**src/rtl/image_scan_ctrl.sv**
```systemverilog
// image_scan_ctrl: raster-scans an image store and streams registered pixels over valid/ready
module image_scan_ctrl #(
    parameter int unsigned MAX_WIDTH  = 1080,
    parameter int unsigned MAX_HEIGHT = 1080
) (
    input  logic        CLK,
    input  logic        RESET,
    input  logic        START,
    input  logic [11:0] WIDTH,
    input  logic [11:0] HEIGHT,
    output logic [11:0] ROW,
    output logic [11:0] COL,
    input  logic [7:0]  RED_IN,
    input  logic [7:0]  GREEN_IN,
    input  logic [7:0]  BLUE_IN,
    output logic [7:0]  PIX_R,
    output logic [7:0]  PIX_G,
    output logic [7:0]  PIX_B,
    output logic        PIX_VALID,
    input  logic        PIX_READY,
    output logic        SOF,
    output logic        EOL,
    output logic        EOF,
    output logic        BUSY,
    output logic        DONE,
    output logic        ERR,
    output logic [15:0] FRAME_CNT
);
    typedef enum logic [1:0] {IDLE, FETCH, SEND, FIN} state_t;

    state_t state, state_next;
    logic [11:0] w, h;
    logic last_col, last_row, bad_dims;

    assign last_col  = COL == w - 12'd1;
    assign last_row  = ROW == h - 12'd1;
    assign bad_dims  = WIDTH == '0 || HEIGHT == '0 || 32'(WIDTH) > MAX_WIDTH || 32'(HEIGHT) > MAX_HEIGHT;
    assign PIX_VALID = state == SEND;
    assign BUSY      = state != IDLE;
    assign DONE      = state == FIN;

    always_comb begin
        state_next = state;
        case (state)
            IDLE:  state_next = START && !bad_dims ? FETCH : IDLE;
            FETCH: state_next = SEND;
            SEND:  state_next = !PIX_READY ? SEND : last_col && last_row ? FIN : FETCH;
            FIN:   state_next = IDLE;
        endcase
    end

    always_ff @(posedge CLK) begin
        if (RESET) begin
            state     <= IDLE;
            w         <= '0;
            h         <= '0;
            ROW       <= '0;
            COL       <= '0;
            PIX_R     <= '0;
            PIX_G     <= '0;
            PIX_B     <= '0;
            SOF       <= 1'b0;
            EOL       <= 1'b0;
            EOF       <= 1'b0;
            ERR       <= 1'b0;
            FRAME_CNT <= '0;
        end else begin
            state <= state_next;
            ERR   <= state == IDLE && START && bad_dims;
            case (state)
                IDLE: if (START) begin
                    w   <= WIDTH;
                    h   <= HEIGHT;
                    ROW <= '0;
                    COL <= '0;
                end
                FETCH: begin
                    PIX_R <= RED_IN;
                    PIX_G <= GREEN_IN;
                    PIX_B <= BLUE_IN;
                    SOF   <= ROW == '0 && COL == '0;
                    EOL   <= last_col;
                    EOF   <= last_col && last_row;
                end
                // the last handshake also parks the address at the origin for FIN
                SEND: if (PIX_READY) begin
                    COL <= last_col ? '0 : COL + 12'd1;
                    ROW <= last_col && last_row ? '0 : last_col ? ROW + 12'd1 : ROW;
                    if (last_col && last_row) FRAME_CNT <= FRAME_CNT + 16'd1;
                end
                default: ;
            endcase
        end
    end
endmodule

```
**config.mk**
```make
export PLATFORM = sky130hd
export DESIGN_NAME = image_scan_ctrl
export DESIGN_NICKNAME = d
export VERILOG_FILES = /design/src/rtl/image_scan_ctrl.sv
export SDC_FILE = /design/constraint.sdc
export NUM_CORES = 1
export LEC_CHECK = 0
export BUFFER_PORTS_ARGS = -buffer_cell sky130_fd_sc_hd__buf_2
export CAP_MARGIN = 30
export CORE_ASPECT_RATIO = 1.1
export CORE_MARGIN = 5
export CORE_UTILIZATION = 55
export DETAILED_ROUTE_END_ITERATION = 7
export PLACE_DENSITY = 0.89
export SLEW_MARGIN = 20
export SYNTH_ARGS = -nofsm -noshare
export SYNTH_HDL_FRONTEND = slang
export SYNTH_SLANG_ARGS = --single-unit
```
**constraint.sdc**
```tcl
create_clock -name CLK -period 8.9 [get_ports CLK]
set_input_delay 0 -clock CLK [delete_from_list [all_inputs] [get_ports CLK]]
set_output_delay 0 -clock CLK [all_outputs]
set_load 0.005 [all_outputs]
```
==> flow_summary_export.csv <==
group,metric,value,unit
placement,place_area,0.00568,mm²
critical_path,path_cells,"or4_1 -> or3_4 -> a2111oi_4 -> nand4_1 -> or4_1 -> buf_4 -> nor4_1 -> mux2_1",
floorplanning,initial_core_util,56.5,%
critical_path,end_kind,"register",
route,drt-initial-drc-count,324,
placement,io_buffers,122,
finish,multiInputGateArea,0.00294,mm²
sta,timing.final.ws_setup,5.48,ns
route,postRouteAntennaNets,0,
finish,fillCellCount,644,
sta,slew_headroom,36.4,%
status,status,"completed",
clocking,insertion_delay,0.39,ns
critical_path,cp_max_fo,36,
floorplanning,dieArea,0.0112,mm²
synth,ys_types,58,
sta,skew,0.0154,ns
floorplanning,rows,36,
worst_hold_path,hold_class,"in2reg",
clocking,root_buffer,"clkbuf_8",
sta,worst_pin_slew,0.951,ns
route,via_count,5477,
global_routing,grt-ovfl-total,0,
critical_path,crit_required,9.17,ns
synth,ys.warnings.count,0,
critical_path,cp.arrival,3.69,ns
critical_path,crit_path_start,"w[2]$_SDFFE_PP0P_",
synth,seq_area_frac_synth,37.3,%
sta,hold_ws,0.271,ns
synth,synth_edf_count,0,
finish,fin_area,0.00637,mm²
clocking,numCtsBuffers,9,
critical_path,path_class,"reg2reg",
finish,drive_gt1_share,21.3,%
critical_path,path_common_cell,"or4_1",
clocking,clockBufferDepth,2,
sta,finalSetupViolations,0,
synth,ys_top_cells_by_area,"dfxtp_1 (37%), nand2_1 (10%), a21oi_1 (5.9%), xnor2_1 (3.8%), nand3_1 (3.6%)",
sta,max_freq,293,MHz
floorplanning,core_area,0.00892,mm²
power_and_ir_drop,p_leak,2.69,nW
synth,synth_top_area_cell,"dfxtp_1",
sta,layout_min_cycle_time,3.42,ns
synth,syn_inst,645,
clocking,postCtsHoldBufs,49,
placement,hpwl,10.1,mm
synth,yosysTopAreaCellShare,37.3,%
floorplanning,die-width,101,µm
route,avgRoutedWirePerCell,17.2,µm
finish,nNetsFinal,855,
route,wl,15.7,mm
sta,hold_viol_final,0,
clocking,cts_resized,0,
placement,gp_congestion,0.882,
global_routing,antenna_found_initial,0,
synth,syn_area,0.00504,mm²
placement,post-place-ws,5.54,ns
floorplanning,io_pins,123,
synth,async_reset_ff_share,0,%
synth,syn_avg_cell_area,7.82,µm²
critical_path,start_kind,"register",
clocking,numClockSinks,94,
power_and_ir_drop,pwr_density_cell,131,mW/mm²
power_and_ir_drop,vdd_drop_max,0.0987,mV
run,cap_violations,0,
clocking,cts.reportedPaths.clkPinSlew,0.10,ns
sta,rsz0062_at_grt,"no",
clocking,tritoncts,"done",
synth,syn-num-nets,704,
finish,syn_to_final_growth,26.4,%
finish,diodes,0,
sta,slew_violations,0,
global_routing,grt_max_degree,82,
global_routing,grt_pass1_wl,25.7,mm
sta,final.period_utilization,38.4,%
clocking,cts_setup_buffers,0,
route,vias_per_cell,5.99,
clocking,htree_levels,3,
global_routing,grt_usage,27.9,%
critical_path,crit_slowest_cell,"or4_1",
global_routing,grt_pass1_vias,5306,
floorplanning,fp.dieH,110,µm
worst_hold_path,hp-start,"START",
route,drc,0,
critical_path,cpPeakStageDelay,0.54,ns
route,first_pass_iters,6,
critical_path,timing.rr.start,"w[2]$_SDFFE_PP0P_",
finish,seq_area,0.00188,mm²
sta,setup_tns,0,ns
synth,yosys_register_bits,94,
synth,synth-main-ff-cell,"dfxtp_1",
-- sequential cells by signal, summed over array words and instances (netlist names), 2 cells and up --
| name | cells |
|---|---|
| PIX_B | 8 |
| PIX_R | 8 |
| PIX_G | 8 |
| ROW | 12 |
| state | 2 |
| COL | 12 |
| FRAME_CNT | 16 |
| h | 12 |
| w | 12 |
-- cell type report --
type / instances / area share (%)
Clock buffer: 9 / 1.94
Clock inverter: 7 / 1.02
Inverter: 16 / 0.942
Multi-Input combinational cell: 497 / 46.2
Sequential cell: 94 / 29.5
Tap cell: 114 / 2.24
Timing Repair Buffer: 178 / 18.2
-- cell families (layout without fill, tap and decap cells) --
family                     Yosys count  in the layout  share of synthesized area (%)
muxes                                6              6                           1.32
DFF                                 94             94                           37.3
AOI/OAI and AO/OA                  131            131                           17.6
buffers and inverters               54            210                           4.42
xor gates and xnor gates            35             35                           6.08
and+or+nand+nor                    318            318                           31.5
adders and majority gates            7              7                           1.74
-- cells in the final DEF (no fill, tap or decap), types with 8 or more instances in the layout --
master,instances
nand2_1,136
o21ai_0,16
and3_1,10
nor4_1,16
clkbuf_8,9
nor2b_1,13
xnor2_1,22
nand3_1,36
a21oi_1,59
dlygate4sd3_1,49
nor2_1,29
or2_2,14
xor2_1,13
buf_2,122
o2111ai_1,8
and2_1,8
nand4_1,8
or4_1,8
inv_1,16
nor3_1,13
dfxtp_1,94
-- through the flow --
stage               std cells  utilization [%]  total power, W
floorplan                 645                -        0.000509
global placement          848             63.6        0.000534
detailed placement        848             63.6        0.000539
CTS                       913             71.3        0.000830
global route              915             71.5        0.000864
finish                    915             71.5        0.000833
-- synthesized netlist by cell type, drive strengths merged, types with 9 or more instances --
| cell type | count |
|---|---|
| o311ai | 10 |
| nor3 | 13 |
| o2111ai | 9 |
| xor2 | 13 |
| clkbuf | 28 |
| and3 | 10 |
| inv | 16 |
| buf | 10 |
| and2 | 9 |
| o21ai | 16 |
| nand2 | 136 |
| nor2b | 13 |
| dfxtp | 94 |
| nor4 | 19 |
| a21oi | 59 |
| nor2 | 29 |
| xnor2 | 22 |
| or2 | 14 |
| o41ai | 9 |
| nand3 | 36 |
-- worst paths after layout --
kind | cells past startpoint | slack, ns | endpoint
max | 8 | 5.48 | FRAME_CNT[12]$_SDFFE_PP0P_
min | 4 | 0.27 | w[7]$_SDFFE_PP0P_
max reg2reg | 8 | 5.48 | FRAME_CNT[12]$_SDFFE_PP0P_
min reg2reg | 2 | 0.46 | PIX_R[7]$_SDFFE_PP0N_
-- where the power goes --
| group | switching (W) | internal [W] |
|---|---|---|
| logic | 0.0000579 | 0.0000539 |
| registers | 0.0000102 | 0.000428 |
| clock network | 0.000174 | 0.000109 |
| total | 0.000243 | 0.000590 |
-- worst max-delay path: cells and delay by family, from the launching register on --
| kind | cells | cell delay (ns) |
|---|---|---|
| AO/OA/AOI/OAI | 1 | 0.41 |
| buffers and inverters | 1 | 0.27 |
| flip-flops | 1 | 0.41 |
| AND/OR/NAND/NOR | 5 | 1.85 |
| multiplexers | 1 | 0.36 |
-- layer usage --
| layer | vias to the layer above | GRT usage [%] | wire length (µm) | share of wire, % |
|---|---|---|---|---|
| li1 | 2588 | - | - | - |
| met1 | 2545 | 32.9 | 6130 | 39 |
| met2 | 292 | 47.2 | 7680 | 49 |
| met3 | 52 | 6.75 | 1420 | 9.0 |
| met4 | 0 | 12.0 | 498 | 3.2 |
| met5 | - | 0 | 0 | 0 |
Power figures use the tool's default switching activity.
